$ cat config.mk
export PLATFORM = sky130hd
export DESIGN_NAME = cellram_wb_arbiter_flat
export DESIGN_NICKNAME = d
export VERILOG_FILES = /design/src/rtl/cellram_wb_arbiter_pkg.sv /design/src/rtl/cellram_wb_arbiter_if.sv /design/src/rtl/cellram_wb_arbiter_watchdog.sv /design/src/rtl/cellram_wb_arbiter.sv /design/src/flat_wrapper.sv
export SDC_FILE = /design/constraint.sdc
export NUM_CORES = 1
export LEC_CHECK = 0
export ABC_CLOCK_PERIOD_IN_PS = 2200
export CAP_MARGIN = 10
export CORE_AREA = 2 2 125 127
export CTS_BUF_LIST = sky130_fd_sc_hd__clkbuf_8
export CTS_CLUSTER_SIZE = 20
export DETAILED_ROUTE_END_ITERATION = 8
export DIE_AREA = 0 0 127 129
export PLACE_DENSITY = 0.53
export SLEW_MARGIN = 5
export SYNTH_ARGS = -nofsm -noshare
export SYNTH_HDL_FRONTEND = slang
export SYNTH_SLANG_ARGS = --single-unit
$ cat constraint.sdc
create_clock -name wb_clk_i -period 2.2 [get_ports wb_clk_i]
set_input_delay 0.33 -clock wb_clk_i [delete_from_list [all_inputs] [get_ports wb_clk_i]]
set_output_delay 0.33 -clock wb_clk_i [all_outputs]
set_load 0.1 [all_outputs]
$ cat src/rtl/cellram_wb_arbiter_pkg.sv
// Shared definitions for the two-master cellram Wishbone arbiter: bus widths,
// FSM state encoding and owner codes reported on mst_sel_o.
package cellram_wb_arbiter_pkg;

  localparam int ADR_W  = 32;
  localparam int DATA_W = 32;
  localparam int SEL_W  = DATA_W / 8;

  typedef enum logic [1:0] {
    IDLE    = 2'd0,
    OWN_M0  = 2'd1,
    OWN_M1  = 2'd2,
    HOLDOFF = 2'd3
  } arb_state_t;

  localparam logic [1:0] MST_NONE = 2'b00;
  localparam logic [1:0] MST_M0   = 2'b01;
  localparam logic [1:0] MST_M1   = 2'b10;

  function automatic logic [1:0] owner_code(input arb_state_t s);
    case (s)
      OWN_M0:  owner_code = MST_M0;
      OWN_M1:  owner_code = MST_M1;
      default: owner_code = MST_NONE;
    endcase
  endfunction

endpackage

$ cat src/rtl/cellram_wb_arbiter_if.sv
// Classic Wishbone bus bundle; the master modport drives the request side,
// the slave modport returns read data, ack and err.
interface cellram_wb_arbiter_if;
  import cellram_wb_arbiter_pkg::*;

  logic [ADR_W-1:0]  adr;
  logic [DATA_W-1:0] wdat;
  logic [SEL_W-1:0]  sel;
  logic              cyc;
  logic              stb;
  logic              we;
  logic [DATA_W-1:0] rdat;
  logic              ack;
  logic              err;

  modport master (output adr, wdat, sel, cyc, stb, we, input rdat, ack, err);
  modport slave  (input adr, wdat, sel, cyc, stb, we, output rdat, ack, err);

endinterface

$ cat src/rtl/cellram_wb_arbiter_watchdog.sv
// Per-transfer ack watchdog: counts strobe cycles without ack and raises a
// one-cycle err when the limit is reached, then starts over.
module wb_ack_watchdog #(
  parameter int ACK_TIMEOUT = 255
) (
  input  logic clk,
  input  logic rst_n,
  input  logic stb,
  input  logic ack,
  output logic err
);

  localparam logic [7:0] LAST = 8'(ACK_TIMEOUT - 1);

  logic [7:0] cnt;

  // An ack landing on the final counted cycle wins over the timeout.
  assign err = stb && !ack && (cnt == LAST);

  always_ff @(posedge clk or negedge rst_n) begin
    if (!rst_n)                 cnt <= '0;
    else if (!stb || ack || err) cnt <= '0;
    else                        cnt <= cnt + 8'd1;
  end

endmodule

$ cat src/rtl/cellram_wb_arbiter.sv
// Two-master Wishbone arbiter in front of cellram_ctrl: fixed priority to the
// video cache (m0) with an anti-starvation quota for the CPU port (m1).
module cellram_wb_arbiter
  import cellram_wb_arbiter_pkg::*;
#(
  parameter int MAX_M0_STREAK = 4,
  parameter int ACK_TIMEOUT   = 255
) (
  input  logic                 wb_clk_i,
  input  logic                 wb_rst_n_i,
  cellram_wb_arbiter_if.slave  m0,
  cellram_wb_arbiter_if.slave  m1,
  cellram_wb_arbiter_if.master s0,
  output logic [1:0]           mst_sel_o
);

  localparam logic [3:0] STREAK_MAX = 4'(MAX_M0_STREAK);

  arb_state_t state, state_nxt;
  logic [3:0] streak, streak_nxt;
  logic       m0_req, m1_req;
  logic       own_stb;
  logic       wd_err;

  assign m0_req = m0.cyc & m0.stb;
  assign m1_req = m1.cyc & m1.stb;

  always_ff @(posedge wb_clk_i or negedge wb_rst_n_i) begin
    if (!wb_rst_n_i) begin
      state     <= IDLE;
      streak    <= '0;
      mst_sel_o <= MST_NONE;
    end else begin
      state     <= state_nxt;
      streak    <= streak_nxt;
      mst_sel_o <= owner_code(state_nxt);
    end
  end

  always_comb begin
    state_nxt  = state;
    streak_nxt = streak;
    case (state)
      IDLE: begin
        if (m1_req && (!m0_req || streak == STREAK_MAX)) begin
          state_nxt  = OWN_M1;
          streak_nxt = '0;
        end else if (m0_req) begin
          state_nxt = OWN_M0;
          if (!m1_req)                 streak_nxt = '0;
          else if (streak != STREAK_MAX) streak_nxt = streak + 4'd1;
        end
      end
      OWN_M0:  if (!m0.cyc) state_nxt = HOLDOFF;
      OWN_M1:  if (!m1.cyc) state_nxt = HOLDOFF;
      default: state_nxt = IDLE;
    endcase
  end

  // A strobe without cyc is not a request, so it neither reaches the slave nor feeds the watchdog.
  always_comb begin
    case (state)
      OWN_M0:  own_stb = m0.cyc & m0.stb;
      OWN_M1:  own_stb = m1.cyc & m1.stb;
      default: own_stb = 1'b0;
    endcase
  end

  wb_ack_watchdog #(
    .ACK_TIMEOUT (ACK_TIMEOUT)
  ) u_watchdog (
    .clk   (wb_clk_i),
    .rst_n (wb_rst_n_i),
    .stb   (own_stb),
    .ack   (s0.ack),
    .err   (wd_err)
  );

  always_comb begin
    s0.adr  = '0;
    s0.wdat = '0;
    s0.sel  = '0;
    s0.cyc  = 1'b0;
    s0.stb  = 1'b0;
    s0.we   = 1'b0;
    m0.rdat = '0;
    m0.ack  = 1'b0;
    m0.err  = 1'b0;
    m1.rdat = '0;
    m1.ack  = 1'b0;
    m1.err  = 1'b0;
    case (state)
      OWN_M0: begin
        s0.adr  = m0.adr;
        s0.wdat = m0.wdat;
        s0.sel  = m0.sel;
        s0.cyc  = m0.cyc;
        s0.we   = m0.we;
        s0.stb  = own_stb & ~wd_err;
        m0.rdat = s0.rdat;
        m0.ack  = s0.ack & own_stb;
        m0.err  = wd_err;
      end
      OWN_M1: begin
        s0.adr  = m1.adr;
        s0.wdat = m1.wdat;
        s0.sel  = m1.sel;
        s0.cyc  = m1.cyc;
        s0.we   = m1.we;
        s0.stb  = own_stb & ~wd_err;
        m1.rdat = s0.rdat;
        m1.ack  = s0.ack & own_stb;
        m1.err  = wd_err;
      end
      default: ;
    endcase
  end

endmodule

$ cat src/flat_wrapper.sv
// flat-port wrapper written by rule: the top's interface ports become plain ports
module cellram_wb_arbiter_flat import cellram_wb_arbiter_pkg::*;
#(
  parameter int MAX_M0_STREAK = 4,
  parameter int ACK_TIMEOUT   = 255
)
  (wb_clk_i, wb_rst_n_i, mst_sel_o, m0_adr, m0_wdat, m0_sel, m0_cyc, m0_stb, m0_we, m0_rdat, m0_ack, m0_err, m1_adr, m1_wdat, m1_sel, m1_cyc, m1_stb, m1_we, m1_rdat, m1_ack, m1_err, s0_adr, s0_wdat, s0_sel, s0_cyc, s0_stb, s0_we, s0_rdat, s0_ack, s0_err);
  cellram_wb_arbiter_if m0_i ();
  cellram_wb_arbiter_if m1_i ();
  cellram_wb_arbiter_if s0_i ();
  input  logic wb_clk_i;
  input  logic wb_rst_n_i;
  output logic [1:0] mst_sel_o;
  input wire logic [$bits(m0_i.adr)-1:0] m0_adr;
  input wire logic [$bits(m0_i.wdat)-1:0] m0_wdat;
  input wire logic [$bits(m0_i.sel)-1:0] m0_sel;
  input wire logic [$bits(m0_i.cyc)-1:0] m0_cyc;
  input wire logic [$bits(m0_i.stb)-1:0] m0_stb;
  input wire logic [$bits(m0_i.we)-1:0] m0_we;
  output wire logic [$bits(m0_i.rdat)-1:0] m0_rdat;
  output wire logic [$bits(m0_i.ack)-1:0] m0_ack;
  output wire logic [$bits(m0_i.err)-1:0] m0_err;
  input wire logic [$bits(m1_i.adr)-1:0] m1_adr;
  input wire logic [$bits(m1_i.wdat)-1:0] m1_wdat;
  input wire logic [$bits(m1_i.sel)-1:0] m1_sel;
  input wire logic [$bits(m1_i.cyc)-1:0] m1_cyc;
  input wire logic [$bits(m1_i.stb)-1:0] m1_stb;
  input wire logic [$bits(m1_i.we)-1:0] m1_we;
  output wire logic [$bits(m1_i.rdat)-1:0] m1_rdat;
  output wire logic [$bits(m1_i.ack)-1:0] m1_ack;
  output wire logic [$bits(m1_i.err)-1:0] m1_err;
  output wire logic [$bits(s0_i.adr)-1:0] s0_adr;
  output wire logic [$bits(s0_i.wdat)-1:0] s0_wdat;
  output wire logic [$bits(s0_i.sel)-1:0] s0_sel;
  output wire logic [$bits(s0_i.cyc)-1:0] s0_cyc;
  output wire logic [$bits(s0_i.stb)-1:0] s0_stb;
  output wire logic [$bits(s0_i.we)-1:0] s0_we;
  input wire logic [$bits(s0_i.rdat)-1:0] s0_rdat;
  input wire logic [$bits(s0_i.ack)-1:0] s0_ack;
  input wire logic [$bits(s0_i.err)-1:0] s0_err;
  assign m0_i.adr = m0_adr;
  assign m0_i.wdat = m0_wdat;
  assign m0_i.sel = m0_sel;
  assign m0_i.cyc = m0_cyc;
  assign m0_i.stb = m0_stb;
  assign m0_i.we = m0_we;
  assign m0_rdat = m0_i.rdat;
  assign m0_ack = m0_i.ack;
  assign m0_err = m0_i.err;
  assign m1_i.adr = m1_adr;
  assign m1_i.wdat = m1_wdat;
  assign m1_i.sel = m1_sel;
  assign m1_i.cyc = m1_cyc;
  assign m1_i.stb = m1_stb;
  assign m1_i.we = m1_we;
  assign m1_rdat = m1_i.rdat;
  assign m1_ack = m1_i.ack;
  assign m1_err = m1_i.err;
  assign s0_adr = s0_i.adr;
  assign s0_wdat = s0_i.wdat;
  assign s0_sel = s0_i.sel;
  assign s0_cyc = s0_i.cyc;
  assign s0_stb = s0_i.stb;
  assign s0_we = s0_i.we;
  assign s0_i.rdat = s0_rdat;
  assign s0_i.ack = s0_ack;
  assign s0_i.err = s0_err;
  cellram_wb_arbiter #(.MAX_M0_STREAK(MAX_M0_STREAK), .ACK_TIMEOUT(ACK_TIMEOUT)) u_core (.wb_clk_i(wb_clk_i), .wb_rst_n_i(wb_rst_n_i), .m0(m0_i), .m1(m1_i), .s0(s0_i), .mst_sel_o(mst_sel_o));
endmodule
After elaboration in Yosys (flattened, before gate mapping)
Index checks and enable logic that the tools add are counted.
{"block": "totals", "latchBits": 0, "register_bits": 16, "n_memories": 0, "rom_bits": 0, "ram_bits": 0, "out_inout_bits": 141, "wordCells": 56}
{"block": "classes", "add_sub_neg": 2, "reduce_logical": 13, "div": 0, "shifts": 0, "n_mux": 24, "bitwise": 5, "eq_ne": 8, "multipliers": 0, "magnitude_cmp": 0}
{"op": "case mux 32 bit (2 select lines)", "count": 2}
{"op": "two-way mux 32 bit", "count": 2}
{"op": "two-way mux 4 bit", "count": 4}
{"op": "adder 8 x 1 -> 8 bit (second input constant)", "count": 1}
{"op": "equality test 8 bit (second input constant)", "count": 1}
{"op": "two-way mux 2 bit", "count": 4}
{"op": "two-way mux 8 bit", "count": 1}
{"op": "case mux 4 bit (2 select lines)", "count": 1}
{"op": "case mux 1 bit (2 select lines)", "count": 3}
{"op": "case mux 2 bit (3 select lines)", "count": 1}
{"op": "two-way mux 1 bit", "count": 5}
{"op": "adder 4 x 1 -> 4 bit (second input constant)", "count": 1}
{"op": "AND 1 bit", "count": 4}
{"op": "equality test 2 x 1 -> 1 bit (second input constant)", "count": 2}
{"op": "equality test 2 bit (second input constant)", "count": 2}
{"op": "equality test 4 x 3 -> 1 bit (second input constant)", "count": 1}
{"op": "inequality test 4 x 3 -> 1 bit (second input constant)", "count": 1}
{"op": "case mux 2 bit (2 select lines)", "count": 1}
{"op": "logical AND 1 bit", "count": 3}
{"op": "zero test 1 bit", "count": 3}
{"op": "logical OR 1 bit", "count": 3}
{"op": "inequality test 3 bit (second input constant)", "count": 1}
{"op": "AND reduction 3 bit", "count": 1}
{"op": "zero test 2 bit", "count": 1}
{"op": "other kinds (3)", "count": 3}

Logic depth before layout (Yosys ltp)
Gate-level depths: netlist of run 1.
{"block": "logic_depth", "word_depth": 8, "depth_mapped": 8}

Hierarchy
Synthesis of run 1 repeated with hierarchy kept, for this count alone.
{"block": "unflattened", "hier_cells": 337, "hier_area_um2": 2466.1}
{"module": "cellram_wb_arbiter", "seq_area_each_um2": 200.2, "area_per_inst_um2": 2052.0, "cells_each": 297, "n_inst": 1}
{"module": "wb_ack_watchdog", "seq_area_each_um2": 200.2, "area_per_inst_um2": 414.1, "cells_each": 40, "n_inst": 1}

Worst setup path after synthesis of run 1
Ideal clock, no wire load.
{"block": "synth_path", "kind": "register to output", "startpoint": "register u_core.state[1]", "endpoint": "output s0_adr[26]", "slack_ps": -841, "required_time_ps": 1870, "t_arrival_ps": 2711, "path_buffers": 3, "stages_incl_launch_ff": 8, "cell_sequence": "dfrtp_1 inv_1 ha_1 buf_2 clkbuf_1 clkbuf_1 a22oi_1 nor2b_1"}
{"block": "synth_via", "elab_chain_len": 2, "elab_cells_between_ends": 3, "classes_between": "eq/ne (2); mux (1)"}
{"item": "start: declaration", "line": "cellram_wb_arbiter.sv:19", "source": "arb_state_t state, state_nxt;"}
{"item": "start signal: assignment", "line": "cellram_wb_arbiter.sv:34", "source": "state <= state_nxt;"}
{"item": "equality test 2 bit or equality test 2 x 1 -> 1 bit (tied branches)", "line": "cellram_wb_arbiter.sv:92", "source": "case (state)"}
{"item": "case mux 32 bit (2 select lines) (*)", "line": "cellram_wb_arbiter.sv:92"}
{"item": "end: declaration", "line": "flat_wrapper.sv:32", "source": "output wire logic [$bits(s0_i.adr)-1:0] s0_adr;"}
Mark *: on every way between the ends. The rest lies on a longest branch, timed or not.

Worst setup path after layout of run 1
{"block": "layout_path", "startpoint": "register u_core.state[0]", "endpoint": "output m0_err"}
{"block": "layout_via", "elab_chain_len": 5, "elab_cells_between_ends": 6, "classes_between": "eq/ne (2); mux (2); reduce/logical (2)"}
{"item": "equality test 2 bit or equality test 2 x 1 -> 1 bit (tied branches)", "line": "cellram_wb_arbiter.sv:62, cellram_wb_arbiter.sv:92"}
{"item": "case mux 1 bit (2 select lines)", "line": "cellram_wb_arbiter.sv:62", "source": "case (state)"}
{"item": "logical AND 1 bit (2 in a row)", "line": "cellram_wb_arbiter_watchdog.sv:18", "source": "assign err = stb && !ack && (cnt == LAST);"}
{"item": "two-way mux 1 bit (*)", "line": "cellram_wb_arbiter.sv:92"}
{"item": "end: declaration", "line": "flat_wrapper.sv:22", "source": "output wire logic [$bits(m0_i.err)-1:0] m0_err;"}
Marked as above.

==> impl_results.md, run 1 <==
- DRT Wirelength: 15540 um
- Initial DRC Count: 129
- Crit path launch: u_core.state[0]
- WL per Instance: between 15 and 20 um
- WP data required: 1870 ps
- Status: completed
- Initial Util: 0.1606
- Crit-path slowest cell: dfrtp_1
- Worst-path maximum fanout: 4
- Vias in the first global route: 3882
- Area Growth Syn to Fin: 233.4%
- Worst slew margin: 0.5086
- Largest cells by area after synthesis: a22oi_1 22%, nor2b_1 18%, and2_1 17%
- FMAX: 460.4 MHz
- DIE HEIGHT: 129 um
- Fin crit share: 0.9873
- CP Capture Point: m0_err
- CTS max path bufs: 2
- Detailed placement HPWL: 12570 um
- Via count: 3715
- Seq/Total Area, Yosys: 0.1665
- Post-route ant nets: 0
- CP Cell Sequence: inv_2 -> ha_4 -> and3_4 -> o21ai_4 -> nor3b_2 -> buf_4 -> and2_4 -> buf_12
- Distinct cells, synth: 35
- Initial antenna violation count: 0
- Worst Tran Pin Value: 734.7 ps
- Die footprint: approximately 16000 um2
- Reg-to-reg setup timing slack: about 430 ps
- Syn. warnings: 0
- FF+latch area: 400.4 um2
- RSZ-0062 raised after global routing: true
- CP startpoint kind: register
- Drt first pass iters: 4
- Critical Path Stages: 8
- CTS clk-pin slew, worst paths: 60 ps
- Number of remaining DRC errors: 0
- WP data arrival: 1840 ps
- Finished layout cell area: 8018 um2
- Grt ovf: 0
- Skew-Pair Late Insertion Delay: approximately 250 ps
- Most area-hungry cell type in the Yosys netlist: a22oi_1
- Root Buffer: clkbuf_8
- Layout Utilization: 0.5353
- Core footprint: roughly 15000 um2
- Mapped Nets: just over 500
- Port bufs: between 300 and 400
- # clock sinks: 16
- Fillers: 1307
- Ant. Diodes: 0
- Final Hold Viols: 0
- TritonCTS buffer count: 3
- Hold slack: approximately 520 ps
- Syn_area_per_cell: 7.287 um2
- Area of the multi-input gates: 2501 um2
- Critical R2R Capture: u_core.u_watchdog.cnt[7]
- Top cell type's share of synthesized area: 0.2185
- Flops & latches, synth: 16
- Max incr delay on CP: 390 ps
- Max-Cap Viols: 0
- Fin crit period: roughly 2200 ps
- IO Pins: 319
- Final nets: between 800 and 900
- Crit. End Element: output port
- Max Clock Skew: 1.443 ps
- CP Buf/Inv Count: 3
- Mapped cell area: about 2400 um2
- Top Family by Delay on Critical Path: simple AND/OR/NAND/NOR gates
- Slew Limit Fails: 0
- Pin count of the biggest net entering global routing: 65
- WS Path Type: register to output port
- Via-to-Cell Ratio: 4.514
- # rows: 45
- First-pass GRT wire length: 22630 um
- Worst reg-to-reg path cell count: 7
- Routability cong.: 0.8056
- Worst hold path class: input port to async pin
- Worst r2r src: u_core.state[0]
- Total track usage: 0.1764
- TritonCTS clock tree: done
- Area after DPL: roughly 7800 um2
- H-tree lvl count: 1
- Cells after Synth: 330
- Setup violators final: 0
- Die width: around 130 um
- Layout cell share with drive strength beyond 1: 0.5008
## synthesized netlist by cell type, drive strengths merged
master,instances
and4,2
nor3b,1
xnor2,1
nor2b,71
mux2,1
or3,1
o21a,1
nor2,11
xor2,5
nand4,1
nand3,8
o21bai,2
nor3,2
clkbuf,27
and3,5
o21ai,4
a21bo,1
and2,66
and3b,2
a22o,1
buf,6
inv,6
ha,8
a311oi,1
nor4,1
a22oi,70
a21boi,1
nand2,7
nand4b,1
dfrtp,16
## cell usage in the layout, fill, tap and decap left out, types with 3 or more instances in the layout
| cell type | n |
|---|---|
| ha_1 | 5 |
| nand3_1 | 8 |
| nor2b_4 | 60 |
| and3_2 | 3 |
| buf_12 | 144 |
| a22oi_2 | 4 |
| xor2_1 | 5 |
| o21ai_0 | 3 |
| a22oi_1 | 66 |
| buf_4 | 11 |
| inv_1 | 4 |
| and2_2 | 64 |
| nor2b_2 | 10 |
| clkbuf_8 | 4 |
| dfrtp_1 | 16 |
| nand2_1 | 7 |
| ha_4 | 3 |
| clkdlybuf4s50_1 | 176 |
| nor2_1 | 10 |
## how the worst min path moves through the flow
stage | start | endpoint | cells past startpoint
3_3_place_gp | u_core.streak[2] | u_core.streak[2] | 1
6_report | wb_rst_n_i | u_core.mst_sel_o[0] | 1
5_1_grt | u_core.streak[2] | u_core.streak[2] | 1
4_1_cts | u_core.streak[2] | u_core.streak[2] | 1
2_1_floorplan | wb_rst_n_i | u_core.mst_sel_o[0] | 0
3_5_place_dp | u_core.streak[2] | u_core.streak[2] | 1
## kinds of logic after synthesis
logic type,synth area share
flops,0.1665
mux,0.004682
xor+xnor,0.02185
compound gates,0.2508
fa+ha+maj,0.04162
buf+inv,0.06556
simple gates,0.4490
## metrics by stage
stage | setup TNS (ps) | setup slack [ps] | cells
after floorplan | -3709 | -206.1 | 330
after global placement | 0 | 67.52 | 815
after global routing | -814.8 | -49.92 | 823
after CTS | -109.0 | -32.23 | 822
after detailed placement | 0 | 39.99 | 815
final | 0 | 27.88 | 823
## state kept, by name, indices dropped and copies added (netlist names)
| register | flops |
|---|---|
| u_core.state | 2 |
| u_core.u_watchdog.cnt | 8 |
| u_core.mst_sel_o | 2 |
| u_core.streak | 4 |
## routing by layer
layer  global-route usage  vias to the layer above  share of wire
li1                     -                     1760              -
met1               0.2006                     1745           0.36
met2               0.3229                      200           0.52
met3              0.06778                       10           0.11
met4              0.02262                        0         0.0095
met5                    0                        -              0
## cell type report
cell class	instances	share of cell area
Multi-Input combinational cell	275	0.3120
Clock buffer	4	0.006866
Sequential cell	16	0.04994
Timing Repair Buffer	334	0.5991
Tap cell	188	0.02934
Inverter	6	0.002809
## what timing repair did
item,4_1_cts,5_1_grt
endpoints found under the setup margin,39,43
pin swaps,1,2
buffers inserted,1,1
gates resized for setup,6,14
gates cloned,2,0
hold buffers,0,0
Power of run 1 is not shown: default switching activity piles up to over one toggle a cycle in this logic, so the estimate is an artifact.
==> run 2: changes to the inputs <==
--- a/config.mk
+++ b/config.mk
@@ -12,7 +12,7 @@
 export CTS_CLUSTER_SIZE = 20
 export DETAILED_ROUTE_END_ITERATION = 8
 export DIE_AREA = 0 0 127 129
-export PLACE_DENSITY = 0.53
+export PLACE_DENSITY = 0.62
 export SLEW_MARGIN = 5
 export SYNTH_ARGS = -nofsm -noshare
 export SYNTH_HDL_FRONTEND = slang
==> run 2 against run 1 <==
Net effect: clock skew is essentially flat; via count shrank 1.1%; maximum frequency grew 0.77%.
==> impl_results.md, run 2 (synthesized netlist as in run 1, its figures left out) <==
- Largest regs: u_core.u_watchdog.cnt (8), u_core.streak (4)
- Initial DRC Count: about 140
- DRT Wirelength: approximately 15000 um
- Worst-path maximum fanout: 3
- # rows: 45
- Hold-fix buffers at CTS: 0
- Detailed placement HPWL: 12380 um
- Ant. Diodes: 0
- Final Hold Viols: 0
- Max Clock Skew: ~1.7 ps
- Most flop-heavy register: u_core.u_watchdog.cnt
- Worst slew margin: 0.5046
- Fin crit share: 0.9798
- Fillers: 1272
- Most frequent cells in the layout: 176 x clkdlybuf4s50_1, 143 x buf_12, 70 x a22oi_1
- Slew Limit Fails: 0
- Final nets: 819
- Total track usage: 0.1671
- Top Family by Delay on Critical Path: simple AND/OR/NAND/NOR gates
- H-tree lvl count: 1
- Worst hold path class: input port to async pin
- Commonest non-fill, non-tap cell in the layout: clkdlybuf4s50_1
- Setup TNS: 0 ps
- Fin cells: 820
- CP Buf/Inv Count: 3
- Dpl cells: 814
- Via count: 3675
- WP data required: approximately 1900 ps
- RSZ-0062 raised after global routing: true
- Core footprint: ~15000 um2
- Routability cong.: between 0.8 and 0.9
- Max incr delay on CP: between 400 and 500 ps
- Setup ws final: 44.45 ps
- CTS clk-pin slew, worst paths: 70 ps
- Die footprint: roughly 16000 um2
- Initial Util: 0.1606
- CP Cell Sequence: inv_2 -> ha_4 -> and3_4 -> o21ai_4 -> nor3b_2 -> buf_4 -> and2_4 -> buf_12
- TritonCTS buffer count: 3
- Worst Tran Pin Value: ~740 ps
- Pin count of the biggest net entering global routing: 62
- Layout cell share with drive strength beyond 1: 0.4921
- Setup violators final: 0
- Die width: 127 um
- WL per Instance: ~18 um
- Status: completed
- WS Path Type: register to output port
- IO Pins: 319
- Skew-Pair Late Insertion Delay: 250 ps
- First-pass GRT wire length: approximately 22000 um
- CP startpoint kind: register
- Grt ovf: 0
- TritonCTS clock tree: done
- Vias in the first global route: approximately 3900
- DIE HEIGHT: 129 um
- Fin crit period: 2156 ps
- Crit-path slowest cell: dfrtp_1
- Crit. End Element: output port
- Area Growth Syn to Fin: 227.8%
- Via-to-Cell Ratio: 4.482
- FMAX: 463.9 MHz
- Max reg flops: 8
- Layout Utilization: 0.5264
- Pre-CTS WS: -8.528 ps
- Drt first pass iters: 4
- Number of remaining DRC errors: 0
- Max-Cap Viols: 0
- Initial antenna violation count: 0
- Port bufs: 317
- # clock sinks: 16
- WP data arrival: 1830 ps
- Root Buffer: clkbuf_8
- CTS max path bufs: 2
- Post-route ant nets: 0
-- run 2: path summary, 6_finish.rpt --
check                                            to  cells past startpoint  slack, ps        startpoint
hold / removal                  u_core.mst_sel_o[1]                      1        520        wb_rst_n_i
max in group asynchronous          u_core.streak[0]                      1       1220        wb_rst_n_i
hold reg to reg                    u_core.streak[2]                      1        540  u_core.streak[2]
min in group wb_clk_i              u_core.streak[2]                      1        540  u_core.streak[2]
setup reg to reg           u_core.u_watchdog.cnt[2]                      7        440   u_core.state[1]
setup / recovery                             m1_err                      8         40   u_core.state[1]
-- run 2: per-stage QoR --
stage / instance area, um2 / hold slack, ps
2_1_floorplan: 2943 / 34.41
3_3_place_gp: 7767 / 483.6
3_5_place_dp: 7767 / 521.7
4_1_cts: 7851 / 529.5
5_1_grt: 7884 / 555.6
6_report: 7884 / 515.5
-- run 2: routing by layer --
layer / track usage / share of wire / vias to the layer above / wire [um]
met5: 0 / 0 / - / 0
li1: - / - / 1751 / -
met2: 0.3115 / 0.52 / 200 / 7806
met4: 0.01745 / 0.0035 / 0 / 52
met1: 0.1830 / 0.35 / 1720 / 5271
met3: 0.07069 / 0.12 / 4 / 1799
-- run 2: worst reg2reg max path: cells and delay by family (launching register included) --
| kind | cells | cell delay [ps] |
|---|---|---|
| and+or+nand+nor | 3 | 800 |
| DFF | 1 | 410 |
| buffers and inverters | 2 | 250 |
| adders and majority gates | 1 | 170 |
| AOI/OAI and AO/OA | 1 | 70 |
-- run 2: area by class of cell --
cell class                 count  area [um2]  share of cell area
timing repair buffer         331        4730              0.5999
multi-input combinational    275        2441              0.3096
sequential                    16       400.4             0.05079
tap                          188       235.2             0.02984
clock buffer                   4       55.05            0.006983
inverter                       6       22.52            0.002857
-- run 2: repair_timing --
| item | 4_1_cts | 5_1_grt |
|---|---|---|
| setup endpoints to repair | 43 | 45 |
| pin swaps | 2 | 1 |
| resized for setup | 6 | 5 |
| setup buffers | 1 | 1 |
Power of run 2 is left out for the same reason.
==> run 3: changes to the inputs <==
--- a/config.mk
+++ b/config.mk
@@ -5,14 +5,16 @@
 export SDC_FILE = /design/constraint.sdc
 export NUM_CORES = 1
 export LEC_CHECK = 0
-export ABC_CLOCK_PERIOD_IN_PS = 2200
+export ABC_CLOCK_PERIOD_IN_PS = 2070
 export CAP_MARGIN = 10
 export CORE_AREA = 2 2 125 127
 export CTS_BUF_LIST = sky130_fd_sc_hd__clkbuf_8
 export CTS_CLUSTER_SIZE = 20
 export DETAILED_ROUTE_END_ITERATION = 8
 export DIE_AREA = 0 0 127 129
+export GPL_ROUTABILITY_DRIVEN = 0
 export PLACE_DENSITY = 0.62
+export RECOVER_POWER = 50
 export SLEW_MARGIN = 5
 export SYNTH_ARGS = -nofsm -noshare
 export SYNTH_HDL_FRONTEND = slang
==> constraint.sdc (replaced) <==
create_clock -name wb_clk_i -period 2.07 [get_ports wb_clk_i]
set_input_delay 0.3105 -clock wb_clk_i [delete_from_list [all_inputs] [get_ports wb_clk_i]]
set_output_delay 0.3105 -clock wb_clk_i [all_outputs]
set_load 0.1 [all_outputs]
==> run 3 against run 2 <==
Net effect: the run now ends with negative setup slack left; critical path depth down 1; register-to-register slack worse by 330 ps; core utilization down 0.28 points; via count up 0.98%; non-clock buffer count up 8; global-route usage up 0.66 points; wire length up 2.2%; sequential share of layout area about the same; critical path type unchanged; highest routed layer unchanged.
==> impl_results.md, run 3 (synthesized netlist as in run 1, its figures left out) <==
- WP data arrival: 1810 ps
- Initial DRC Count: 128
- Final nets: 827
- Worst reg-to-reg path cell count: 8
- Max reg flops: 8
- Worst slew margin: 0.2262
- Worst Tran Pin Value: 1166 ps
- CTS max path bufs: 2
- Core footprint: 14980 um2
- Final Hold Viols: 0
- # clock sinks: 16
- H-tree lvl count: 1
- Die width: ~130 um
- Setup violators final: 34
- Detailed placement HPWL: roughly 13000 um
- Initial antenna violation count: 0
- Fin cells: just over 800
- # rows: 45
- Layout Utilization: 0.5236
- Port bufs: about 320
- WS Path Type: register to output port
- DIE HEIGHT: 129 um
- IO Pins: ~320
- DRT Wirelength: 15250 um
- Hold slack: 539.0 ps
- Crit. End Element: output port
- Slew Limit Fails: 0
- CP startpoint kind: register
- Most flop-heavy register: u_core.u_watchdog.cnt
- Layout cell share with drive strength beyond 1: 0.5086
- Post-route ant nets: 0
- Die footprint: approximately 16000 um2
- Fin crit share: 1.026
- Ant. Diodes: 0
- Max-Cap Viols: 0
- Crit-path slowest cell: dfrtp_2
- Dpl cells: between 800 and 900
- Number of remaining DRC errors: 0
- Total track usage: 0.1737
- Hold path cells: 1
- First-pass GRT wire length: about 22000 um
- Worst hold path class: register to register
- Failing checks: negative setup slack
- Most frequent cells in the layout: 175 x clkdlybuf4s50_1, 130 x buf_12, 63 x and2_2
- Max incr delay on CP: 440 ps
- Hold-fix buffers at CTS: 0
- Drt first pass iters: 4
- Worst r2r src: u_core.state[1]
- Worst-path maximum fanout: 3
- CP Buf/Inv Count: 2
- Critical R2R Capture: u_core.u_watchdog.cnt[2]
- WP data required: approximately 1800 ps
- FMAX: ~470 MHz
- Reg-to-reg setup timing slack: 110 ps
- Via-to-Cell Ratio: 4.487
- Status: finished with violations
- Area Growth Syn to Fin: 226.1%
- Root Buffer: clkbuf_8
- Pin count of the biggest net entering global routing: between 60 and 70
- Max Clock Skew: between 0.8 and 0.9 ps
- WL per Instance: 18.44 um
- Grt ovf: 0
- Commonest non-fill, non-tap cell in the layout: clkdlybuf4s50_1
- Top Family by Delay on Critical Path: simple AND/OR/NAND/NOR gates
- Worst hold path startpoint: u_core.streak[2]
- Largest regs: u_core.u_watchdog.cnt (8), u_core.streak (4)
- CTS clk-pin slew, worst paths: 60 ps
- Setup ws final: -54.79 ps
- Pre-CTS WS: -16.32 ps
- TritonCTS clock tree: done
- Via count: 3711
- Fin crit period: 2125 ps
- Initial Util: 0.1606
- Vias in the first global route: 4000
- TritonCTS buffer count: 3
- Skew-Pair Late Insertion Delay: between 200 and 300 ps
- Hold Path End: u_core.streak[2]
- CP Cell Sequence: inv_4 -> ha_4 -> and3_4 -> o21ai_4 -> nor3b_4 -> and2_4 -> buf_12
- RSZ-0062 raised after global routing: true
run 3: layout make-up:
cell class	count	area, um2
clock buffer	3	41.29
fill	1264	7136
inverter	6	25.02
multi-input combinational	275	2471
sequential	16	401.6
tap	188	235.2
timing repair buffer	339	4667
run 3: worst max-delay path by stage:
stage,start,to,slack [ps],cells past startpoint
CTS,u_core.state[1],m0_err,-90,7
global route,u_core.state[1],m0_err,-130,7
finish,u_core.state[1],m0_err,-50,7
floorplan,u_core.state[0],s0_wdat[30],-230,6
detailed placement,m1_stb,m0_err,-20,6
global placement,m1_stb,m0_err,4,6
run 3: timing repair:
action,in CTS,in global routing
endpoints found under the setup margin,100,88
gates resized for setup,23,8
cloned,1,0
pin swaps,5,2
buffers inserted,7,0
run 3: layer usage:
metal / vias up / GRT usage / part of all wire
met3: 10 / 0.06944 / 0.11
met1: 1727 / 0.1882 / 0.36
met5: - / 0 / 0
met4: 0 / 0.02392 / 0.0094
met2: 208 / 0.3267 / 0.51
li1: 1766 / - / -
run 3: per-stage QoR:
| step | area, um2 | setup TNS [ps] |
|---|---|---|
| global route | 7841 | -4420 |
| global placement | 7775 | 0 |
| finish | 7841 | -689.9 |
| detailed placement | 7775 | -17.31 |
| CTS | 8013 | -2199 |
| floorplan | 2912 | -5744 |
Power of run 3 is left out for the same reason.
